[config.mk]
export PLATFORM = sky130hd
export DESIGN_NAME = pulse_rle_encoder
export DESIGN_NICKNAME = d
export VERILOG_FILES = /design/src/rtl/pulse_rle_encoder.sv
export SDC_FILE = /design/constraint.sdc
export NUM_CORES = 1
export LEC_CHECK = 0
export ABC_CLOCK_PERIOD_IN_PS = 5600
export CAP_MARGIN = 20
export CORE_ASPECT_RATIO = 1.1
export CORE_MARGIN = 5
export CORE_UTILIZATION = 50
export CTS_CLUSTER_SIZE = 8
export DETAILED_ROUTE_END_ITERATION = 16
export GPL_ROUTABILITY_DRIVEN = 0
export PLACE_DENSITY = 0.76
export SYNTH_ARGS = -nofsm -noshare
export SYNTH_HDL_FRONTEND = slang
export SYNTH_SLANG_ARGS = --single-unit
[constraint.sdc]
create_clock -name clk_in -period 5.6 [get_ports clk_in]
set_input_delay 1.12 -clock clk_in [delete_from_list [all_inputs] [get_ports clk_in]]
set_output_delay 1.12 -clock clk_in [all_outputs]
set_load 0.03 [all_outputs]
[src/rtl/pulse_rle_encoder.sv]
// Synchronises and glitch-filters a raw pulse input, then emits run-length tokens on a valid/ready stream.
// Optional macro RLE_FILTER_EN enables the FILTER_LEN glitch filter; when undefined, level follows the synchroniser directly.
module pulse_rle_encoder #(
    parameter int SYNC_STAGES = 2,
    parameter int FILTER_LEN  = 4,
    parameter int COUNT_WIDTH = 16
) (
    input  logic                   clk_in,
    input  logic                   rst,
    input  logic                   in,
    output logic                   tok_valid,
    input  logic                   tok_ready,
    output logic                   tok_level,
    output logic [COUNT_WIDTH-1:0] tok_len,
    output logic                   level,
    output logic                   overflow
);

    typedef struct packed {
        logic                   lvl;
        logic [COUNT_WIDTH-1:0] len;
    } tok_t;

    localparam logic [COUNT_WIDTH-1:0] RUN_MAX = '1;

    if (SYNC_STAGES < 2 || FILTER_LEN < 1) begin : g_bad_param
        $error("pulse_rle_encoder: SYNC_STAGES must be >= 2 and FILTER_LEN >= 1");
    end

    logic [SYNC_STAGES-1:0] sync;
    logic                   s;
    logic                   nxt_level;

    always_ff @(posedge clk_in or posedge rst) begin
        if (rst) sync <= '0;
        else     sync <= {sync[SYNC_STAGES-2:0], in};
    end

    assign s = sync[SYNC_STAGES-1];

`ifdef RLE_FILTER_EN
    localparam int FW = (FILTER_LEN > 1) ? $clog2(FILTER_LEN) : 1;

    logic [FW-1:0] flt_cnt;
    logic          flt_hit;

    // Toggle only after FILTER_LEN consecutive disagreeing samples, so both edges see the same delay.
    assign flt_hit   = (s != level) && (flt_cnt == FW'(FILTER_LEN - 1));
    assign nxt_level = flt_hit ? ~level : level;

    always_ff @(posedge clk_in or posedge rst) begin
        if (rst) begin
            level   <= 1'b0;
            flt_cnt <= '0;
        end else begin
            level <= nxt_level;
            if (s == level || flt_hit) flt_cnt <= '0;
            else                       flt_cnt <= flt_cnt + 1'b1;
        end
    end
`else
    assign level     = s;
    assign nxt_level = sync[SYNC_STAGES-2];
`endif

    logic [COUNT_WIDTH-1:0] run_cnt;
    logic [COUNT_WIDTH-1:0] run_nxt;
    logic                   toggle;
    logic                   gen;
    tok_t                   gen_tok;
    tok_t                   out_q;

    // run_nxt is the number of cycles the current level has been held, including this one.
    assign run_nxt = run_cnt + 1'b1;
    assign toggle  = (nxt_level != level);
    assign gen     = toggle || (run_nxt == RUN_MAX);
    assign gen_tok = '{lvl: level, len: run_nxt};

    always_ff @(posedge clk_in or posedge rst) begin
        if (rst)      run_cnt <= '0;
        else if (gen) run_cnt <= '0;
        else          run_cnt <= run_nxt;
    end

    always_ff @(posedge clk_in or posedge rst) begin
        if (rst) begin
            tok_valid <= 1'b0;
            out_q     <= '0;
            overflow  <= 1'b0;
        end else if (gen) begin
            if (!tok_valid || tok_ready) begin
                out_q     <= gen_tok;
                tok_valid <= 1'b1;
            end else begin
                overflow  <= 1'b1;
            end
        end else if (tok_valid && tok_ready) begin
            tok_valid <= 1'b0;
        end
    end

    assign tok_level = out_q.lvl;
    assign tok_len   = out_q.len;

endmodule

Word level (Yosys, flattened, before mapping)
Index checks and enable logic that the tools add are counted.
- output and inout port bits: 20
- word-level logic and storage cells: 23
- register bits after elaboration: 37
- bitwise gates (word level): 1
- reduce and logical (&&, ||, !) cells: 8
- equal/unequal tests: 3
- muxes and demuxes: 4
- add/sub/neg operators: 1
- operators by type and width (operator ; number):
    $add 16x1->16 const B ; 1
    $eq 16x16->1 const B ; 1
    $mux 16 ; 1
    $reduce_and 2->1 ; 3
    $mux 1 ; 3
    $logic_or 1x1->1 ; 2
    $ne 2x1->1 const B ; 1
    $reduce_bool 2->1 ; 1
    $logic_and 1x1->1 ; 1
    $logic_not 1->1 ; 1
    $ne 1x1->1 ; 1
    $not 1->1 ; 1

Depth between registers and ports, before layout
- word-level depth: 5
- depth in mapped cells: 10
- gate-level depth less buffers: 8

Worst setup path before layout
OpenSTA, ideal clock, no wires.
- path kind: register to register
- start: reg run_cnt[0]
- end: reg out_q, in the netlist tok_level
- path buffers: 1
- stages on the path, launching flop included: 9
- setup slack: 3.545 ns
- data required time: 5.469 ns
- clock period less this slack: 2.055 ns
- arrival: 1.924 ns
- cells stage by stage: dfrtp_1 -> ha_1 -> nand2_1 -> nor4_4 -> xnor2_1 -> nor4_2 -> buf_4 -> nor2_1 -> or3_1
- word-level cells in the longest chain between the ends: 4
- ends and longest elaborated chain (item ; RTL line ; text):
    start: declaration ; 66 ; logic [COUNT_WIDTH-1:0] run_cnt;
    start signal: assignment ; 82 ; else run_cnt <= run_nxt;
    $add 16x1->16 ; 74 ; assign run_nxt = run_cnt + 1'b1;
    $eq 16x16->1 ; 76 ; assign gen = toggle || (run_nxt == RUN_MAX);
    $logic_or 1x1->1 ; 76 ;
    $reduce_and 2->1 (no source line) ; - ;
    end signal: assignment ; 92 ; out_q <= gen_tok;
    end: declaration ; 71 ; tok_t out_q;
Every way passes these cells.
A chain may end at the register's enable or synchronous reset.

Worst setup path after layout
- start: in tok_ready
- end: reg out_q, in the netlist tok_len[7]
- word-level cells in the longest chain between the ends: 2
- ends and longest elaborated chain (item ; RTL line ; text):
    start: declaration ; 12 ; input logic tok_ready,
    $logic_or 1x1->1 ; 91 ; if (!tok_valid || tok_ready) begin
    $reduce_and 2->1 (no source line) ; - ;
Every way passes these cells.

==> metrics.md <==
| Metric | Value |
|---|---|
| Worst path max stage delay | 610 ps |
| Fill cells | 339 |
| Maximum buffer depth of the clock tree | 2 |
| Worst Path Buf+Inv | 1 |
| Worst slew pin tran | 767 ps |
| Buffers on Ports | 23 |
| Crit path max fanout | 24 |
| WL final | 4030 um |
| Crit path kind | input port to register |
| Post-route clock period utilization | 49.3% |
| DRT iter0 DRCs | 183 |
| Top FF cell, synth | dfrtp_1 |
| Syn avg cell area | 9.47 um^2 |
| PwrDens | 303 mW/mm^2 |
| Crit. End Element | register |
| Die width | 69.1 um |
| Final net count | 230 |
| M2 GR Usage | 26.4% |
| Num rows | 23 |
| Cell Area, Synth | 0.00192 mm^2 |
| Initial cell density of the core | 52.2% |
| Die height | 75.0 um |
| Initial antenna violation count | 0 |
| Fin crit period | 2760 ps |
| CTS buffer count | 5 |
| Clock Skews | 3.95 ps |
| Core ar. | 0.00368 mm^2 |
| Met1 Usage GRT | 21.0% |
| Seq/Total Area, Yosys | 48.2% |
| H-Tree Depth | 2 |
| Async SR Flop Fraction | 100% |
| Area delta synth->final | 17.8% |
| Setup TNS | 0 ps |
| CTS Sinks | 37 |
| Top cell type's share of synthesized area | 48.2% |
| Top Ports | 24 |
| Met3 GRT Util | 5.61% |
| Max-Cap Viols | 0 |
| Static leakage | 0.954 nW |
| Vias in the first global route | 1,390 |
| Worst-Skew Late Latency | 290 ps |
| Final setup violation count | 0 |
| Largest net degree at the start of global routing | 38 |
| Cells after Synth | 203 |
| Top-count cell post-synth | dfrtp_1 |
| DR DRC count | 0 |
| Crit-path cells | clkdlybuf4s50_1, nand2b_1, and2_1, a21oi_1, o31ai_1, nor2_1 |
| Hold-fix buffers at CTS | 0 |
| Number of routed nets with antenna violations | 0 |
| Post-DR wirelength/cell | 14.6 um |
| Net Count, Synth | 209 |
| First-pass GRT wire length | 6650 um |
| Post-layout util | 61.5% |
| Rel. slew slack | 48.8% |
| Pre-antenna DRT Iters | 4 |
| Via count | 1,532 |
| Setup crit start kind | input port |
| CP Data Arrival Time | 2940 ps |
| Clock Root Buffer | clkbuf_8 |
| Fin. Hold Viols | 0 |
| Grt total ovfl | 0 |
| Largest cells by area after synthesis | dfrtp_1 48%, nor2_1 6.6%, nor3_1 5.7% |
| GRT Resource Usage Total | 16.2% |
| Number of distinct library cells after synthesis | 41 |
| VDD IR max | 0.000219 V |
| Global routing's busiest layer | met2 |
| Slowest CP cell | nand2b_1 |
| Area leader, netlist | dfrtp_1 |
| Via/cell ratio | 5.57 |
| Proportion of layout cells with a drive suffix above 1 | 7.56% |
| Area of the multi-input gates | 930 um^2 |
| CP top delay family | simple AND/OR/NAND/NOR gates |
| Setup bufs post-CTS | 0 |
| Die Area | 0.00518 mm^2 |
| Highest clock rate | 0.362 GHz |
| Status | completed |
| CTS tree | yes |
| YS warnings | 0 |
| Diodes inserted | 0 |
| Number of synthesized flops with an enable pin | 0 |
| Register area | 926 um^2 |
| #FFs+latches synth | 37 |
| Total power | 0.000686 W |
| RSZ-0062 raised after global routing | false |
| CP Data Required Time | 5780 ps |
| Fin. max-slew vios | 0 |
| Post-CTS resize count | 0 |
| Hpwl dp | 2770 um |
| Worst-path clk slew | 70 ps |
| Worst Hold Class | register to register |
| Commonest cells in the netlist | 37 x dfrtp_1, 34 x nor2_1, 22 x nor3_1 |
## layout make-up
type,instances,area share [%]
Clock buffer,6,3.20
Clock inverter,2,0.442
Inverter,3,0.497
Multi-Input combinational cell,151,41.0
Sequential cell,37,40.9
Tap cell,50,2.76
Timing Repair Buffer,26,11.2
## registers in the layout (all words and copies together), names as in the netlist
signal,cells
tok_valid,1
tok_level,1
run_cnt,16
overflow,1
sync,2
tok_len,16
## kinds of logic (layout without fill, tap and decap cells)
kind of cell	Yosys count	count (layout)	share of synthesized area (%)
compound gates	34	34	12.1
xor+xnor	14	14	6.38
fa+ha+maj	2	2	1.30
buf+inv	15	37	3.84
flops	37	37	48.2
simple gates	101	101	28.2
## per-stage QoR
step / std cells / setup slack (ps) / cell area, um^2 / hold slack [ps]
after global placement: 267 / 2570 / 2180 / 445
after CTS: 275 / 2830 / 2260 / 467
after global routing: 275 / 2620 / 2260 / 491
after floorplan: 203 / 3550 / 1920 / 396
final: 275 / 2840 / 2260 / 459
after detailed placement: 267 / 2520 / 2180 / 446
## power breakdown
| part | total, W | leakage (nW) | internal [W] | switching (W) |
|---|---|---|---|---|
| clock | 0.000179 | 0.0450 | 0.0000862 | 0.0000930 |
| combinational | 0.000185 | 0.430 | 0.0000754 | 0.000109 |
| sequential | 0.000322 | 0.479 | 0.000294 | 0.0000278 |
## cells in the final DEF, fill, tap and decap left out, types with 2 or more instances in the layout
cell type / n
a21o_1: 2
o21ai_0: 7
a211oi_1: 10
buf_4: 3
nor3_1: 22
and4_1: 4
nand2b_1: 3
o31ai_1: 3
nand3_1: 6
ha_1: 2
dfrtp_1: 37
xor2_1: 5
nor2_1: 34
nand2_1: 15
nand4_1: 2
nor4_1: 2
a31oi_1: 3
inv_1: 3
clkdlybuf4s50_1: 23
o22ai_1: 2
xnor2_1: 8
clkbuf_8: 5
nand4_4: 2
clkinv_2: 2
nor2b_1: 2
## worst register-to-register path, stage by stage, from the launching register on
cell and delay (ps):
dfrtp_1 480, nand4_4 200, nor3_1 260, xor2_1 310, o21a_1 660, a21o_1 580, nand2b_1 180
## worst paths after layout
path	start	end	slack, ps	depth (start not counted)
worst max register to register	run_cnt[3]	tok_valid	2850	6
min in group asynchronous	rst	sync[1]	1230	3
worst min register to register	overflow	overflow	460	1
worst min-delay path	overflow	overflow	460	1
max in group asynchronous	rst	tok_len[10]	4040	3
worst max-delay path	tok_ready	tok_len[7]	2840	6
## metal layers
metal  wire length [um]  vias to the layer above
met2               1900                       42
li1                   -                      765
met3                207                        4
met1               1890                      721
met4                 32                        0
met5                  0                        -
(Power assumes the default switching activity.)
